--- config.mk ---
export PLATFORM = sky130hd
export DESIGN_NAME = collision_unit
export DESIGN_NICKNAME = d
export VERILOG_FILES = /design/src/rtl/collision_pkg.sv /design/src/rtl/collision_channel.sv /design/src/rtl/collision_unit.sv
export SDC_FILE = /design/constraint.sdc
export NUM_CORES = 1
export LEC_CHECK = 0
export ABC_AREA = 0
export CORE_MARGIN = 10
export CORE_UTILIZATION = 50
export DETAILED_ROUTE_END_ITERATION = 10
export PLACE_DENSITY = 0.77
export SLEW_MARGIN = 20
export SYNTH_ARGS = -nofsm -noshare
export SYNTH_HDL_FRONTEND = slang
export SYNTH_SLANG_ARGS = --single-unit
--- constraint.sdc ---
create_clock -name Pclk -period 2.15 [get_ports Pclk]
set_input_delay 0.3225 -clock Pclk [delete_from_list [all_inputs] [get_ports Pclk]]
set_output_delay 0.3225 -clock Pclk [all_outputs]
set_load 0.1 [all_outputs]
--- src/rtl/collision_pkg.sv ---
// Shared types and default sizing for the sprite collision unit.
package collision_pkg;

    localparam int unsigned N_ENEMY_DEF = 4;
    localparam int unsigned MIN_RUN_DEF = 3;
    localparam int unsigned CNT_W_DEF   = 8;

    typedef enum logic {
        WAIT_FRAME = 1'b0,
        RUN        = 1'b1
    } glb_state_t;

    typedef enum logic {
        ARMED = 1'b0,
        HIT   = 1'b1
    } ch_state_t;

endpackage

--- src/rtl/collision_channel.sv ---
// One enemy channel: overlap run counter, ARMED/HIT state and a one-shot hit pulse.
module collision_channel
    import collision_pkg::*;
#(
    parameter int unsigned MIN_RUN = MIN_RUN_DEF
) (
    input  logic clk,
    input  logic rst_n,
    input  logic clear,
    input  logic ov,
    output logic pulse,
    output logic hit
);

    localparam int unsigned RUN_W = $clog2(MIN_RUN + 1);

    ch_state_t        state, state_nxt;
    logic [RUN_W-1:0] run, run_nxt;
    logic             pulse_nxt;

    // Frame clear has priority over the current pixel's overlap.
    always_comb begin
        state_nxt = state;
        run_nxt   = run;
        pulse_nxt = 1'b0;
        if (clear) begin
            state_nxt = ARMED;
            run_nxt   = '0;
        end else if (ov) begin
            if (run != RUN_W'(MIN_RUN)) begin
                run_nxt = run + RUN_W'(1);
            end
            if ((state == ARMED) && (run == RUN_W'(MIN_RUN - 1))) begin
                state_nxt = HIT;
                pulse_nxt = 1'b1;
            end
        end else begin
            run_nxt = '0;
        end
    end

    always_ff @(posedge clk or negedge rst_n) begin
        if (!rst_n) begin
            state <= ARMED;
            run   <= '0;
            pulse <= 1'b0;
        end else begin
            state <= state_nxt;
            run   <= run_nxt;
            pulse <= pulse_nxt;
        end
    end

    assign hit = (state == HIT);

endmodule

--- src/rtl/collision_unit.sv ---
// Player/enemy sprite collision detector with per-frame hit flags and a saturating hit-frame count.
module collision_unit
    import collision_pkg::*;
#(
    parameter int unsigned N_ENEMY = N_ENEMY_DEF,
    parameter int unsigned MIN_RUN = MIN_RUN_DEF,
    parameter int unsigned CNT_W   = CNT_W_DEF
) (
    input  logic               Pclk,
    input  logic               rst_n,
    input  logic               frame_start,
    input  logic               pixel_valid,
    input  logic               player_on,
    input  logic [N_ENEMY-1:0] enemy_on,
    output logic               collision_now,
    output logic [N_ENEMY-1:0] hit_pulse,
    output logic [N_ENEMY-1:0] hit_frame,
    output logic [CNT_W-1:0]   hit_count
);

    glb_state_t         state, state_nxt;
    logic               running;
    logic               frame_clear;
    logic               any_hit;
    logic [N_ENEMY-1:0] ov;
    logic [N_ENEMY-1:0] ch_hit;

    always_comb begin
        state_nxt = state;
        if ((state == WAIT_FRAME) && frame_start) begin
            state_nxt = RUN;
        end
    end

    always_ff @(posedge Pclk or negedge rst_n) begin
        if (!rst_n) begin
            state <= WAIT_FRAME;
        end else begin
            state <= state_nxt;
        end
    end

    // Until the first frame boundary is seen every pixel input is ignored.
    assign running     = (state == RUN);
    assign ov          = {N_ENEMY{running & pixel_valid & player_on}} & enemy_on;
    assign frame_clear = running & frame_start;
    assign any_hit     = |ch_hit;

    for (genvar i = 0; i < N_ENEMY; i++) begin : g_ch
        collision_channel #(
            .MIN_RUN (MIN_RUN)
        ) u_ch (
            .clk   (Pclk),
            .rst_n (rst_n),
            .clear (frame_clear),
            .ov    (ov[i]),
            .pulse (hit_pulse[i]),
            .hit   (ch_hit[i])
        );
    end

    // Frame boundary snapshots channel states; count saturates rather than wrapping.
    always_ff @(posedge Pclk or negedge rst_n) begin
        if (!rst_n) begin
            collision_now <= 1'b0;
            hit_frame     <= '0;
            hit_count     <= '0;
        end else begin
            collision_now <= |ov;
            if (frame_clear) begin
                hit_frame <= ch_hit;
                if (any_hit && (hit_count != '1)) begin
                    hit_count <= hit_count + CNT_W'(1);
                end
            end
        end
    end

endmodule

After elaboration in Yosys (flattened, before gate mapping) --
Index checks and enable logic that the tools add are counted.
Cells by class: $add $sub $neg 5, equality and inequality tests 13, multiplexer cells 36, bitwise operators 9, reduce and logical (&&, ||, !) cells 21
Operators with widths (number):
- $mux 1 | 24
- $mux 2 | 12
- $reduce_bool 2->1 | 8
- $ne 3x2->1 const B | 4
- $reduce_and 2->1 | 5
- $add 2x1->2 const B | 4
- $add 8x1->8 const B | 1
- $eq 2x2->1 const B | 4
- $ne 2x2->1 const B | 4
- $ne 8x8->1 const B | 1
- $reduce_or 4->1 | 2
- $logic_and 1x1->1 | 6
- $not 1->1 | 5
- $and 4x4->4 | 1
- $and 1x1->1 | 3
Word-level totals: flip-flop bits (word level) 30, input port bits 9, output and inout port bits 17, word-level logic and storage cells 100

Longest topological paths before layout --
depth after elaboration 5, gate-level depth with buffers 5, depth with buffers taken out 5

Hierarchy --
A second synthesis with hierarchy kept.
Unflattened totals: cell total of the unflattened synthesis 121, area, all modules 1426.4 sq um
By module, submodules not included:
- collision_channel | instances 4, cells an instance 16, area an instance 190.2 sq um, sequential area each 100.1 sq um
- collision_unit | instances 1, cells an instance 57, area an instance 665.6 sq um, sequential area each 350.3 sq um

Worst setup path after synthesis --
Ideal clock, no wire load.
path kind register to register, start reg hit_count[0], end reg hit_count[6], library setup time 0.127 ns, arrival 1.999 ns, data required time 2.023 ns, setup slack 0.024 ns, cell stages (with the launch flop) 6, buffers on the path 0, period minus slack after synthesis 2.126 ns, cell sequence dfrtp_1 ha_1 nand2_1 nor3_1 and2_1 mux2_4
Between the ends: cells in the longest elaborated chain, start to end 3, elaborated cells between the ends (all ways) 4, those cells by class add/sub: 1; eq/ne: 1; reduce/logical: 2
RTL lines:
- start, declared | RTL line collision_unit.sv:18 | output logic [CNT_W-1:0] hit_count
- start signal, assigned | RTL line collision_unit.sv:73 | hit_count <= hit_count + CNT_W'(1);
- branches (longest 3 deep; another with $add 8x1->8)
Several ways; the timed one is not identified. A chain may end at the register's enable or synchronous reset.

Worst setup path in the final report --
Same ends and word-level chain as after synthesis.

==> impl_results.md <==
* Status: complete, no violations
* Post-DRT Antenna Nets at 0
* Commonest cells after routing, fill and taps aside: dfrtp_1, buf_4, nor2_1, nand2_1, ha_1
* Crit Path Class: reg2reg
* Synth unique cells at 27
* Fin nets at 167
* CP Data Required Time at 2.37 ns
* # resized after CTS at 0
* Layout cell share with drive strength beyond 1 at 27.33%
* Final Hold Slack at 0.3628 ns
* H-Tree Depth at 2
* Max Fclk at 629.3 MHz
* Synth area leader: dfrtp_1
* Mapped cell area at 0.001406 sq mm
* Gr ovfl total at 0
* Vias in the first global route at 1027
* Slew margin rel. at 75.37%
* Worst VDD drop at 0.4255 mV
* Post-DP HPWL at 2117 um
* Main area contributors after synthesis: dfrtp_1, ha_1, xor2_1, mux2_2, nor2_1
* PD cells at 584.8 mW/mm^2
* Clock sink total at 30
* Hold Path Class: in2async
* Crit path capture type: register
* Port Buf Inserts at 25
* Worst slew pin tran at 0.3690 ns
* CP peak stage delay at 0.43 ns
* Final WL at 2737 um
* Critical path fanouts, max at 4
* CTS Buf Count at 5
* Gr usage total at 10.93%
* Max-Cap Viols at 0
* Mean Syn Cell Area at 11.72 sq um
* Slowest-stage cell, CP: dfrtp_1
* Antenna cells at 0
* Setup Skew at 0.01255 ns
* Post-route DRC at 0
* CTS tree: yes
* CP Launch Type: register
* Commonest non-fill, non-tap cell in the layout: dfrtp_1
* Synth Register Bits at 30
* DR pass1 iterations at 4
* Die H at 73.04 um
* Max-slew violation count at 0
* Tmin final at 1.589 ns
* Num ports at 26
* Initial Utilization at 51.44%
* Std-Cell Rows at 19
* Vias/cell at 5.343
* Seq/Total Area, Yosys at 53.38%
* First-pass GRT wire length at 4540 um
* Final period utilization at 73.91%
* Total die area at 0.005334 sq mm
* Final GP Congestion at 0.7720
* Final hold vios at 0
* Reg clk slew, reported paths at 0.10 ns
* Placeable Area at 0.002734 sq mm
* # setup viols final at 0
* CTS Root Cell: clkbuf_4
* Critical Path AT at 1.80 ns
* Initial antenna violation count at 0
* Final TNS setup at 0 ns
* P_leak at 0.8662 nW
* Post-Synthesis Cells at 120
* Ys Warns at 0
* Cts hold-fix bufs at 0
* WL/cell at 15.12 um
* RSZ-0062 raised after global routing: no
* Post-synth top area share at 53.38%
* Worst-Skew Late Latency at 0.33 ns
* Initial drt markers at 52
* Synthesized Nets at 138
* Largest net degree at the start of global routing at 31
* Area growth from synthesis to layout at 20.37%
* CTS max path bufs at 2
* Die Wd at 73.04 um
* DR vias at 967
* Post-CTS setup buffers at 0
* Crit-path cells: ha_1, nand2_1, nor3_1, and2_1, mux2_4
layout make-up:
type | count | area [sq um]
Timing Repair Buffer | 27 | 222.7
Fill cell | 227 | 1041
Multi-Input combinational cell | 81 | 605.6
Tap cell | 31 | 38.79
Clock inverter | 1 | 5.005
Sequential cell | 30 | 750.7
Clock buffer | 7 | 55.05
Inverter | 4 | 15.01
metal layers:
layer	share of wire [%]	wire (um)	up-vias	global-route usage [%]
met5	0	0	-	0
met4	1.5	41	0	5.696
met3	4.5	123	7	3.537
met2	54	1468	16	19.77
met1	40	1104	480	10.71
li1	-	-	464	-
Yosys cell counts:
library cell and number:
mux2_2 5, a32o_1 4, inv_1 4, nor2_2 2, xor2_1 7, nor3_2 1
nand2_1 10, and3_1 1, nor3b_1 4, buf_2 1, nand4_1 1, nor4_4 1
dfrtp_1 30, buf_4 4, and2_1 1, ha_1 9, or2_2 1, nor2_1 15
xnor2_1 1, nor3_1 2, nand2b_1 1, nor4_2 1, nand3_1 5, a21oi_1 4
or2_4 1, nor4_1 1, mux2_4 3
registers in the layout, summed over array words and instances (netlist names):
name,count
g_ch.u_ch.run,8
hit_count,8
g_ch.u_ch.hit,4
g_ch.u_ch.pulse,4
hit_frame,4
collision_now,1
running,1
final timing paths:
check / slack, ns / start / cells past startpoint / to
max: 0.56 / hit_count[0] / 5 / hit_count[6]
min: 0.36 / rst_n / 2 / g_ch[0].u_ch.hit
max reg2reg: 0.56 / hit_count[0] / 5 / hit_count[6]
min reg2reg: 0.50 / running / 1 / running
max in group asynchronous: 1.51 / rst_n / 2 / g_ch[0].u_ch.pulse
min in group Pclk: 0.50 / running / 1 / running
cell families after synthesis:
kind of cell             count (synthesis)  share of synthesized area [%]
adder cells (fa/ha/maj)                  9                          8.007
flip-flops                              30                          53.38
XOR/XNOR                                 8                          4.982
AND/OR/NAND/NOR                         48                          18.60
AO/OA/AOI/OAI                            8                          4.271
buffers and inverters                    9                          3.558
multiplexers                             8                          7.206
critical path: cells and delay by family (launching register included):
kind,cells,cell delay [ns]
flip-flops,1,0.43
multiplexers,1,0.30
AND/OR/NAND/NOR,3,0.53
adder cells (fa/ha/maj),1,0.22
report_power, final:
part / switching, W / internal (W)
Clock: 0.000189 / 0.000158
Combinational: 0.0000457 / 0.0000251
Sequential: 0.00000386 / 0.000568
Total: 0.000239 / 0.000751
stage by stage:
step | cells | total power (W) | cell area (sq um) | utilization (%) | setup slack [ns]
floorplan | 120 | 0.0006151 | 1406 | - | 0.02421
global placement | 173 | 0.0006530 | 1633 | 59.73 | 0.3428
detailed placement | 173 | 0.0006552 | 1633 | 59.73 | 0.3227
CTS | 181 | 0.001000 | 1693 | 61.92 | 0.5803
global route | 181 | 0.001033 | 1693 | 61.92 | 0.4789
finish | 181 | 0.0009900 | 1693 | 61.92 | 0.5610
No activity file was read; power rests on OpenSTA's default activity.
